--- src/rtl/cereal_rx.sv ---
// cereal_rx: serial byte receiver for the cereal single-wire link.
// Frame is start(0), 8 data bits LSB first, stop(1); each bit lasts CLKS_PER_BIT sysclk cycles.
// The line is double-flopped, then sampled at the middle of every bit.
//
// Ports:
//   sysclk     system clock, rising edge
//   reset      synchronous active-high reset
//   cereal_in  serial line, idle high, may be asynchronous to sysclk
//   data       last correctly framed byte, held until the next good frame
//   valid      one-cycle strobe, data updated this cycle
//   frame_err  one-cycle strobe, stop bit sampled low
//   busy       high whenever the receiver is not idle
//   rx_count   count of good frames, wraps 255 -> 0
module cereal_rx #(
   parameter int unsigned CLKS_PER_BIT = 16,
   parameter int unsigned HALF_BIT     = CLKS_PER_BIT / 2
) (
   input  logic       sysclk,
   input  logic       reset,
   input  logic       cereal_in,
   output logic [7:0] data,
   output logic       valid,
   output logic       frame_err,
   output logic       busy,
   output logic [7:0] rx_count
);

   localparam int unsigned CW = $clog2(CLKS_PER_BIT);
   localparam logic [CW-1:0] BIT_LAST  = CW'(CLKS_PER_BIT - 1);
   localparam logic [CW-1:0] HALF_LAST = CW'(HALF_BIT - 1);

   typedef enum logic [2:0] {
      StIdle,
      StStart,
      StData,
      StStop,
      StWaitHigh
   } state_t;

   state_t        state;
   logic          sync1;
   logic          rx_s;
   logic [CW-1:0] cyc_cnt;
   logic [2:0]    bit_idx;
   logic [7:0]    shift;

   // Two-flop synchronizer; resets to the idle (high) line level.
   always_ff @(posedge sysclk) begin
      if (reset) begin
         sync1 <= 1'b1;
         rx_s  <= 1'b1;
      end else begin
         sync1 <= cereal_in;
         rx_s  <= sync1;
      end
   end

   always_ff @(posedge sysclk) begin
      if (reset) begin
         state     <= StIdle;
         cyc_cnt   <= '0;
         bit_idx   <= '0;
         shift     <= '0;
         data      <= '0;
         valid     <= 1'b0;
         frame_err <= 1'b0;
         rx_count  <= '0;
      end else begin
         valid     <= 1'b0;
         frame_err <= 1'b0;
         unique case (state)
            StIdle: begin
               if (!rx_s) begin
                  state   <= StStart;
                  cyc_cnt <= '0;
               end
            end
            StStart: begin
               // Re-check the start bit at its middle; a high level here was a glitch.
               if (cyc_cnt == HALF_LAST) begin
                  cyc_cnt <= '0;
                  bit_idx <= '0;
                  state   <= rx_s ? StIdle : StData;
               end else begin
                  cyc_cnt <= cyc_cnt + CW'(1);
               end
            end
            StData: begin
               if (cyc_cnt == BIT_LAST) begin
                  cyc_cnt         <= '0;
                  shift[bit_idx]  <= rx_s;
                  bit_idx         <= bit_idx + 3'd1;
                  if (bit_idx == 3'd7) begin
                     state <= StStop;
                  end
               end else begin
                  cyc_cnt <= cyc_cnt + CW'(1);
               end
            end
            StStop: begin
               // Leaving at mid stop bit lets a directly following start bit be seen.
               if (cyc_cnt == BIT_LAST) begin
                  cyc_cnt <= '0;
                  if (rx_s) begin
                     data     <= shift;
                     valid    <= 1'b1;
                     rx_count <= rx_count + 8'd1;
                     state    <= StIdle;
                  end else begin
                     frame_err <= 1'b1;
                     state     <= StWaitHigh;
                  end
               end else begin
                  cyc_cnt <= cyc_cnt + CW'(1);
               end
            end
            StWaitHigh: begin
               // A held-low (break) line must return high before a new start is accepted.
               if (rx_s) begin
                  state <= StIdle;
               end
            end
            default: state <= StIdle;
         endcase
      end
   end

   assign busy = (state != StIdle);

endmodule
--- config.mk ---
export PLATFORM = sky130hd
export DESIGN_NAME = cereal_rx
export DESIGN_NICKNAME = d
export VERILOG_FILES = /design/src/rtl/cereal_rx.sv
export SDC_FILE = /design/constraint.sdc
export NUM_CORES = 1
export LEC_CHECK = 0
export ABC_AREA = 1
export CAP_MARGIN = 10
export CORE_MARGIN = 8
export CORE_UTILIZATION = 50
export CTS_BUF_LIST = sky130_fd_sc_hd__clkbuf_4
export DETAILED_ROUTE_END_ITERATION = 8
export PLACE_DENSITY = 0.73
export SETUP_SLACK_MARGIN = 0.05
export SYNTH_ARGS = -nofsm -noshare
export SYNTH_HDL_FRONTEND = slang
export SYNTH_SLANG_ARGS = --single-unit
--- constraint.sdc ---
create_clock -name sysclk -period 1.5 [get_ports sysclk]
set_input_delay 0.375 -clock sysclk [delete_from_list [all_inputs] [get_ports sysclk]]
set_output_delay 0.375 -clock sysclk [all_outputs]
set_load 0.005 [all_outputs]
==> results.cfg <==
[logic_synthesis]
synth_top_area_share_pct = 43.3
syn_area_mm2 = 0.00176
ys_seq_elements = 38
ys_types = 25
syn_inst = 248
synth_sequential_area_ratio_pct = 43.3
synth_area_per_cell_um2 = 7.09
synth_largest_area_cell = dfxtp_1
synthAdderAreaFrac_pct = 2.85
synth_edf_count = 0
yosysMostFrequentCell = nand2_1
yosysWarningCount = 0
synth-simple-area-share_pct = 32.2
ys.flop_type = dfxtp_1
synth_xor_area_share_pct = 0.996
synthTopCellsByArea = dfxtp_1, nand2_1, nor2_1
synth-compound-area-share_pct = 12.9
synth_top_family_by_area = simple AND/OR/NAND/NOR gates
synth_common_cells = nand2_1, nor2_1, dfxtp_1, inv_1, a21oi_1
ys_async_sr_fraction_pct = 0
muxShareOfSynthArea_pct = 0
syn-num-nets = 255

[critical_path]
critPathTopFamily = simple AND/OR/NAND/NOR gates
path_buf_inv = 1
crit_fanout = 5
crit_type = reg2reg
cpMaxStageDelayCell = dfxtp_2
startpoint_type = flip-flop
slowest_delay_ns = 0.37
worstPathArrival_ns = 1.64
crit_path_cell_trace = ha_4 -> nand2_1 -> nor2_1 -> nor2_4 -> nor2_4 -> nand3_1 -> nand2_1 -> inv_1 -> nor2_1
crit_path_end_kind = flip-flop
crit_required_ns = 1.77

[power_and_ir_drop]
powerDensity_mw_per_mm2 = 1100
p_leak_uw = 0.00105
vdd_drop_max_mv = 0.728

[floorplan]
die_h_um = 75.3
start_util_pct = 52.3
die_x_um = 75.3
pin_count = 22
fp-row-count = 21
core_mm2 = 0.00336
dieArea_mm2 = 0.00567

[placement]
place.gp.congestion = 0.872
io_buffers = 21
dp_hpwl_um = 2760

[sta]
finalMaxSlewViolations = 0
period_share_pct = 91.1
max-slew-margin-rel_pct = 78.0
fmax_ghz = 0.732
finalCriticalPeriod_ns = 1.37
worst_pin_slew_ns = 0.330
finalSetupViolCount = 0
grt_setup_unrepaired = yes
hold_viol_final = 0
clock_skew_ns = 0.00877
whs_ns = 0.426

[cells_and_area]
diodes = 0
fin_util_pct = 69.6
nNetsFinal = 297
layout-drive-gt1-share_pct = 25.1
area_delta_synth_final_pct = 33.1

[min_path]
hold_class = reg2reg

[global_route]
grt_pass1_wl_um = 6290
antenna_found_initial = 0
grt_pass1_vias = 1538
grt_max_degree = 24
grtUsageTotal_pct = 14.0
gr-total-overflow = 0

[drt]
drc = 0
drt_iter0_markers = 73
post_drt_wl_per_cell_um = 11.3
finalWirelength_um = 3820
vias_per_cell = 4.82
ant_nets = 0
drtPass1Iterations = 4
num_vias = 1626

[clock_tree]
numCtsBuffers = 5
cts.clk_slew.worst_paths_ns = 0.11
cts_tree = built
htree_num_levels = 2
clk_latency_ns = 0.33
clkSinkCount = 38
cts_root_buf = clkbuf_4
clock_path_buffers = 2

[run_status]
status = finished clean

[job]
drv_cap = 0
timing repair:
item                       4_1_cts  5_1_grt
setup endpoints to repair       22       14
gates resized for setup         44       15
pin swaps                        0        3
hold buffers                     0        0
setup buffers                    6        0
cells in the final DEF, fill, tap and decap left out, types with 12 or more instances in the layout:
| cell type | n |
|---|---|
| nand2_1 | 54 |
| nor2_1 | 37 |
| inv_1 | 22 |
| a21oi_1 | 21 |
| o21ai_0 | 20 |
| dfxtp_1 | 19 |
| dlygate4sd2_1 | 18 |
| dfxtp_2 | 17 |
| buf_4 | 16 |
| nand3_1 | 12 |
worst reg2reg max path: cells and delay by family (launching register included):
kind / cells / cell delay [ns]
fa+ha+maj: 1 / 0.16
buf+inv: 1 / 0.04
flops: 1 / 0.37
simple gates: 7 / 0.74
sequential cells by signal, summed over array words and instances, names as in the netlist:
| signal | count |
|---|---|
| bit_idx | 3 |
| cyc_cnt | 4 |
| data | 8 |
| frame_err | 1 |
| rx_count | 8 |
| rx_s | 1 |
| shift | 8 |
| state | 3 |
| sync1 | 1 |
| valid | 1 |
power by group:
group	leakage [µW]	switching [µW]	internal [µW]
Clock	0.0000554	341	521
Sequential	0.000317	83.0	1080
Combinational	0.000674	344	208
stage by stage:
step	setup WS, ns	std cells	setup TNS [ns]	total power, µW	area (µm²)
2_1_floorplan	0.151	248	0	1510	1760
3_3_place_gp	0.0706	323	0	1680	2120
3_5_place_dp	0.0160	323	0	1680	2120
4_1_cts	0.0283	337	0	2590	2300
5_1_grt	-0.0118	337	-0.0145	2730	2340
6_report	0.133	337	0	2580	2340
metal layers:
metal | share of wire (%) | routed length [µm] | global-route usage, % | vias to the layer above
li1 | - | - | - | 880
met1 | 47 | 1790 | 17.1 | 707
met2 | 47 | 1790 | 23.3 | 31
met3 | 4.7 | 181 | 2.89 | 8
met4 | 1.6 | 61 | 5.54 | 0
met5 | 0 | 0 | 0 | -
path summary, 6_finish.rpt:
kind | startpoint | end | depth (start not counted) | slack [ns]
worst min-delay path | sync1 | rx_s | 1 | 0.43
worst max register to register | cyc_cnt[1] | state[2] | 9 | 0.13
worst min register to register | sync1 | rx_s | 1 | 0.43
worst max-delay path | cyc_cnt[1] | state[2] | 9 | 0.13
kinds of logic after synthesis:
kind of cell / count (synthesis)
DFF: 38
buffers and inverters: 33
adders and majority gates: 4
xor gates and xnor gates: 2
AOI/OAI and AO/OA: 44
and+or+nand+nor: 127
area by class of cell:
cell class / instances / area, µm²
Clock buffer: 5 / 37.5
Clock inverter: 3 / 68.8
Fill cell: 314 / 1020
Inverter: 27 / 105
Multi-Input combinational cell: 177 / 916
Sequential cell: 38 / 790
Tap cell: 46 / 57.6
Timing Repair Buffer: 41 / 365
(Power assumes the default switching activity.)
